===== config.mk =====
export PLATFORM = sky130hd
export DESIGN_NAME = ysyx_23060072_hazard_ctrl
export DESIGN_NICKNAME = d
export VERILOG_FILES = /design/src/rtl/ysyx_23060072_pkg.sv /design/src/rtl/ysyx_23060072_sat_cnt.sv /design/src/rtl/ysyx_23060072_hazard_ctrl.sv
export SDC_FILE = /design/constraint.sdc
export NUM_CORES = 1
export LEC_CHECK = 0
export ABC_CLOCK_PERIOD_IN_PS = 4860
export CAP_MARGIN = 10
export CORE_AREA = 10 10 70 78
export CTS_BUF_LIST = sky130_fd_sc_hd__clkbuf_8
export DETAILED_ROUTE_END_ITERATION = 16
export DIE_AREA = 0 0 80 88
export PLACE_DENSITY = 0.92
export SYNTH_ARGS = -nofsm -noshare
export SYNTH_HDL_FRONTEND = slang
export SYNTH_HIERARCHICAL = 1
export SYNTH_SLANG_ARGS = --single-unit

===== constraint.sdc =====
create_clock -name clk -period 4.86 [get_ports clk]
set_input_delay 0.729 -clock clk [delete_from_list [all_inputs] [get_ports clk]]
set_output_delay 0.729 -clock clk [all_outputs]
set_load 0.1 [all_outputs]

===== src/rtl/ysyx_23060072_pkg.sv =====
// Shared types and constants for the ysyx_23060072 pipeline hazard control.
package ysyx_23060072_pkg;

    typedef enum logic {
        RUN      = 1'b0,
        MEM_WAIT = 1'b1
    } hazard_state_t;

    localparam int DEFAULT_CNT_W = 32;

endpackage


===== src/rtl/ysyx_23060072_sat_cnt.sv =====
// Enable-driven up counter that sticks at all-ones instead of wrapping.
module ysyx_23060072_sat_cnt #(
    parameter int W = 32
) (
    input  logic         clk,
    input  logic         rst_n,
    input  logic         en,
    output logic [W-1:0] cnt
);

    always_ff @(posedge clk or negedge rst_n) begin
        if (!rst_n) begin
            cnt <= '0;
        end else if (en && (cnt != {W{1'b1}})) begin
            cnt <= cnt + W'(1);
        end
    end

endmodule


===== src/rtl/ysyx_23060072_hazard_ctrl.sv =====
// Pipeline stall/flush arbitration with a memory-wait watchdog.
// Performance counters exist only when HAZARD_PERF_CNT_EN is defined.
module ysyx_23060072_hazard_ctrl
    import ysyx_23060072_pkg::*;
#(
    parameter int WDT_MAX = 255,
    parameter int CNT_W   = DEFAULT_CNT_W
) (
    input  logic             clk,
    input  logic             rst_n,
    input  logic             load_use,
    input  logic             ex_redirect,
    input  logic             lsu_req,
    input  logic             lsu_rvalid,
    output logic             pc_stall,
    output logic             if2id_stall,
    output logic             id2ex_stall,
    output logic             ex2lsu_stall,
    output logic             if2id_flush,
    output logic             id2ex_flush,
    output logic             lsu2wb_flush,
    output logic             mem_timeout,
    output logic [CNT_W-1:0] lu_cnt,
    output logic [CNT_W-1:0] wait_cnt,
    output logic [CNT_W-1:0] redir_cnt
);

    localparam int WDT_W = $clog2(WDT_MAX + 1);

    hazard_state_t    state;
    logic [WDT_W-1:0] wdt;
    logic [WDT_W-1:0] wdt_inc;
    logic             run_miss;
    logic             wait_hold;
    logic             wdt_expire;
    logic             mem_stall;
    logic             redir_act;
    logic             lu_act;

    assign wdt_inc    = wdt + WDT_W'(1);
    assign run_miss   = (state == RUN) && lsu_req && !lsu_rvalid;
    assign wait_hold  = (state == MEM_WAIT) && !lsu_rvalid;
    assign wdt_expire = wait_hold && (wdt_inc == WDT_W'(WDT_MAX));

    // Outputs are gated by rst_n so nothing leaks out while reset is held.
    assign mem_stall = rst_n && (run_miss || wait_hold);
    assign redir_act = rst_n && !mem_stall && ex_redirect;
    assign lu_act    = rst_n && !mem_stall && !ex_redirect && load_use;

    assign pc_stall     = mem_stall || lu_act;
    assign if2id_stall  = mem_stall || lu_act;
    assign id2ex_stall  = mem_stall;
    assign ex2lsu_stall = mem_stall;
    assign if2id_flush  = redir_act;
    assign id2ex_flush  = redir_act || lu_act;
    assign lsu2wb_flush = mem_stall;

    always_ff @(posedge clk or negedge rst_n) begin
        if (!rst_n) begin
            state       <= RUN;
            wdt         <= '0;
            mem_timeout <= 1'b0;
        end else begin
            case (state)
                RUN: begin
                    if (run_miss) begin
                        state <= MEM_WAIT;
                        wdt   <= '0;
                    end
                end
                MEM_WAIT: begin
                    if (lsu_rvalid) begin
                        state <= RUN;
                    end else if (wdt_expire) begin
                        state       <= RUN;
                        wdt         <= wdt_inc;
                        mem_timeout <= 1'b1;
                    end else begin
                        wdt <= wdt_inc;
                    end
                end
                default: state <= RUN;
            endcase
        end
    end

`ifdef HAZARD_PERF_CNT_EN
    ysyx_23060072_sat_cnt #(.W(CNT_W)) u_lu_cnt (
        .clk   (clk),
        .rst_n (rst_n),
        .en    (lu_act),
        .cnt   (lu_cnt)
    );

    ysyx_23060072_sat_cnt #(.W(CNT_W)) u_wait_cnt (
        .clk   (clk),
        .rst_n (rst_n),
        .en    (mem_stall),
        .cnt   (wait_cnt)
    );

    ysyx_23060072_sat_cnt #(.W(CNT_W)) u_redir_cnt (
        .clk   (clk),
        .rst_n (rst_n),
        .en    (redir_act),
        .cnt   (redir_cnt)
    );
`else
    assign lu_cnt    = '0;
    assign wait_cnt  = '0;
    assign redir_cnt = '0;
`endif

endmodule


After elaboration in Yosys (flattened, before gate mapping). Index checks and enable logic that the tools add are counted.

Register bits: 10. Latch bits: 0. Bits in writable memories: 0. ROM bits: 0. Bits of input ports: 6. Output and inout bits: 104. Logic and storage cells: 33. Memories: 0.

$add $sub $neg: 1. Multipliers: 0. Divide/modulo/power cells: 0. Order comparisons: 0. Equal/unequal tests: 3. Shifts and indexed selects: 0. Muxes and demuxes: 7. Bitwise logic cells: 2. Reduce and logical (&&, ||, !) cells: 17.

Operators by type and width (number): 8-bit 2-to-1 mux (2); 8-bit case mux with 2 select lines (1); 1-bit logical AND (9); 8-bit by 1-bit adder with 8-bit output (second input constant) (1); 8-bit equality test (second input constant) (1); 2-bit != test (second input constant) (2); 1-bit zero test (3); 1-bit logical OR (3); 1-bit 2-to-1 mux (3); 3-bit AND reduction (1); 1-bit inverter (2); 1-bit case mux with 2 select lines (1); 2-bit AND reduction (1).

Depth between registers and ports, before layout.
Depth after elaboration: 10. Gate-level depth with buffers: 5. Gate-level depth less buffers: 5.

Worst setup path before layout. Ideal clock, no wire load.

Path kind: input to output. From: input port lsu_rvalid. To: output port pc_stall. Data arrival time: 3.123 ns. Data required time: 4.131 ns. Path slack: 1.008 ns. Stages: 4. Buffers on the path: 2. Cells stage by stage: o21bai_1 > clkbuf_1 > a21oi_1 > buf_4.

Cells in the longest elaborated chain, start to end: 9. Elaborated cells on any way between the ends: 10. Classes of those cells: reduce/logical: 10.

RTL lines: start, declared (RTL line ysyx_23060072_hazard_ctrl.sv:14) `input logic lsu_rvalid,`; 1-bit zero test (*) (RTL line ysyx_23060072_hazard_ctrl.sv:41, ysyx_23060072_hazard_ctrl.sv:42); 1-bit logical AND (on tied branches) (RTL line ysyx_23060072_hazard_ctrl.sv:41, ysyx_23060072_hazard_ctrl.sv:42); 1-bit logical OR (*) (RTL line ysyx_23060072_hazard_ctrl.sv:46) `assign mem_stall = rst_n && (run_miss || wait_hold);`; 1-bit logical AND (*) (RTL line ysyx_23060072_hazard_ctrl.sv:46); 1-bit zero test (RTL line ysyx_23060072_hazard_ctrl.sv:48) `assign lu_act = rst_n && !mem_stall && !ex_redirect && load_use;`; 1-bit logical AND (3 in a row) (RTL line ysyx_23060072_hazard_ctrl.sv:48); 1-bit logical OR (*); end, declared (RTL line ysyx_23060072_hazard_ctrl.sv:15) `output logic pc_stall,`.

Every way passes the cells marked *; elsewhere a longest branch is shown, timed or not.

Worst setup path in the final report.
From: input port lsu_req. To: output port id2ex_flush.

Cells in the longest elaborated chain, start to end: 9. Elaborated cells on any way between the ends: 10. Classes of those cells: reduce/logical: 10.

RTL lines: start, declared (RTL line ysyx_23060072_hazard_ctrl.sv:13) `input logic lsu_req,`; 1-bit logical AND (*) (2 in a row) (RTL line ysyx_23060072_hazard_ctrl.sv:41) `assign run_miss = (state == RUN) && lsu_req && !lsu_rvalid;`; 1-bit logical OR (*) (RTL line ysyx_23060072_hazard_ctrl.sv:46); 1-bit logical AND (*) (RTL line ysyx_23060072_hazard_ctrl.sv:46); 1-bit zero test (*) (RTL line ysyx_23060072_hazard_ctrl.sv:47, ysyx_23060072_hazard_ctrl.sv:48); 1-bit logical AND (*) (RTL line ysyx_23060072_hazard_ctrl.sv:47, ysyx_23060072_hazard_ctrl.sv:48); 1-bit logical AND (2 in a row) (RTL line ysyx_23060072_hazard_ctrl.sv:48); 1-bit logical OR (*) (RTL line ysyx_23060072_hazard_ctrl.sv:55) `assign id2ex_flush = redir_act || lu_act;`; end, declared (RTL line ysyx_23060072_hazard_ctrl.sv:20) `output logic id2ex_flush,`.

Marks and branches as above.

==> impl_metrics.env <==
export IMPL_dieArea_mm2=0.007040
export IMPL_tightest_slew_ns=0.9825
export IMPL_clock_skew_ns=0.001287
export IMPL_finalCritPeriodShare_pct=63.62
export IMPL_ctsResizeCount=0
export IMPL_synth_area_leaders="buf_4 56%, dfrtp_1 19%, a22o_1 2.0%"
export IMPL_coreArea_mm2=0.003904
export IMPL_drt_vias_per_instance=3.354
export IMPL_arrival_ns=2.36
export IMPL_die_w_um=80
export IMPL_endpoint_kind="output port"
export IMPL_fin_nets=180
export IMPL_place_gp_congestion=0.8287
export IMPL_synth_edf_count=0
export IMPL_fmax_ghz=0.3234
export IMPL_power_mw=0.6026
export IMPL_setup_violations=0
export IMPL_drv_slew=0
export IMPL_critPathMaxFanout=13
export IMPL_drc_errors=0
export IMPL_start_util_pct=34.23
export IMPL_start_kind="input pin"
export IMPL_drv_cap=0
export IMPL_relSlewSlack_pct=34.29
export IMPL_die_h_um=88
export IMPL_cts_max_path_buffers=2
export IMPL_syn_cell_area_mm2=0.001336
export IMPL_cts_sinks=10
export IMPL_grtUsageTotal_pct=5.819
export IMPL_async_reset_ff_share_pct=100.0
export IMPL_wl_per_cell_um=11.29
export IMPL_tns_ns=0
export IMPL_post_dp_hpwl_um=2209
export IMPL_grt_pass1_vias=805
export IMPL_synthDistinctLibCells=31
export IMPL_crit_type="input pin to output port"
export IMPL_ioPinCount=110
export IMPL_first_pass_iters=4
export IMPL_min_path_type="flip-flop to flip-flop"
export IMPL_drt_iter0_drc=21
export IMPL_insertion_delay_ns=0.24
export IMPL_fin_crit_ns=3.092
export IMPL_grt_pass1_wl_um=3415
export IMPL_final_common_cell="conb_1"
export IMPL_clockRootBuffer="clkbuf_8"
export IMPL_grt_start_max_net_pins=14
export IMPL_drive_above_1_share_pct=9.942
export IMPL_cts_buffers=3
export IMPL_diodes=0
export IMPL_h_tree_depth=1
export IMPL_avgSynthCellArea_um2=8.352
export IMPL_clkTransAtPathRegs_ns=0.05
export IMPL_cts_hold_fix_buffers=0
export IMPL_vias=748
export IMPL_syn_to_final_growth_pct=-12.17
export IMPL_yosys_area_top_type="buf_4"
export IMPL_post_cts_buffers=0
export IMPL_vdd_drop_max_v=0.0001156
export IMPL_grt_overflow=0
export IMPL_synthCells=160
export IMPL_rsz0062_at_grt="no"
export IMPL_netlist_area_leader_share_pct=55.62
export IMPL_yosysSeqAreaShare_pct=18.73
export IMPL_grt_antenna_before_repair=0
export IMPL_cp_required_ns=4.13
export IMPL_fp_row_count=24
export IMPL_ys_warnings_count=6
export IMPL_hold_violations=0
export IMPL_run_status="complete, no violations"
export IMPL_synth_seq_cells=10
export IMPL_final_cell_mix="96 x conb_1, 10 x dfrtp_1, 7 x buf_4, 6 x clkdlybuf4s50_1"
export IMPL_power_density_mw_per_mm2=513.5
export IMPL_totalWireLength_um=2517
export IMPL_leakagePower_nw=0.6700
export IMPL_synthFlopType="dfrtp_1"
export IMPL_ant_nets=0
export IMPL_io_buffers=13
export IMPL_cts_tree="built"
==> metal layers <==
metal	part of all wire, %	vias up	GRT usage, %
li1	-	345	-
met1	37	325	5.581
met2	44	73	10.08
met3	17	5	2.664
met4	1.5	0	3.365
met5	0	-	0
==> per-stage QoR <==
stage / utilization [%] / std cells / area (um2) / hold WS [ns] / worst slack, ns
global placement: 28.65 / 219 / 1119 / 0.4675 / 1.822
floorplan: - / 255 / 1693 / 0.4334 / 1.008
detailed placement: 28.65 / 219 / 1119 / 0.4658 / 1.785
CTS: 30.06 / 223 / 1174 / 0.4810 / 1.772
finish: 30.06 / 223 / 1174 / 0.4797 / 1.768
global route: 30.06 / 223 / 1174 / 0.5080 / 1.676
==> kinds of logic after synthesis <==
family	count (synthesis)	share of synthesized area, %
adder cells (fa/ha/maj)	2	1.872
XOR/XNOR	4	2.622
buffers and inverters	104	57.12
flip-flops	10	18.73
multiplexers	1	0.7491
other	1	0.2806
AND/OR/NAND/NOR	20	8.240
AO/OA/AOI/OAI	18	10.39
==> area by class of cell <==
class / count / area [um2]
Inverter: 3 / 11.26
Clock buffer: 4 / 55.05
Tap cell: 52 / 65.06
Fill cell: 436 / 2730
Multi-Input combinational cell: 141 / 679.4
Sequential cell: 10 / 250.2
Timing Repair Buffer: 13 / 112.6
==> path summary, 6_finish.rpt <==
check                            startpoint     endpoint  slack (ns)  depth (start not counted)
min in group asynchronous             rst_n       wdt[2]        0.84                          1
worst max-delay path                lsu_req  id2ex_flush        1.77                          4
worst max register to register       wdt[0]        state        2.94                          5
max in group asynchronous             rst_n       wdt[7]        3.67                          1
worst min-delay path            mem_timeout  mem_timeout        0.48                          1
worst min register to register  mem_timeout  mem_timeout        0.48                          1
==> critical path, cell delays in order <==
cell	delay, ns
clkdlybuf4s50_1	0.40
o21bai_1	0.69
o211a_1	0.26
buf_4	0.28
==> state kept, by name, summed over array words and instances (netlist names) <==
register     flops
wdt              8
mem_timeout      1
state            1
==> Yosys cell counts, drive strengths merged (2+ instances only) <==
cell / count
buf: 100
dfrtp: 10
a22o: 4
nand2: 4
nand3: 4
o21ai: 4
a21o: 3
inv: 3
nand2b: 3
nor2: 3
a21oi: 2
ha: 2
nor3: 2
xnor2: 2
xor2: 2
==> where the power goes <==
part           leakage [nW]  internal, mW  switching [mW]
registers             0.136        0.0918          0.0147
logic                 0.505        0.0237           0.368
clock network        0.0288        0.0712          0.0329
total                 0.670         0.187           0.416
Power figures use the tool's default switching activity.
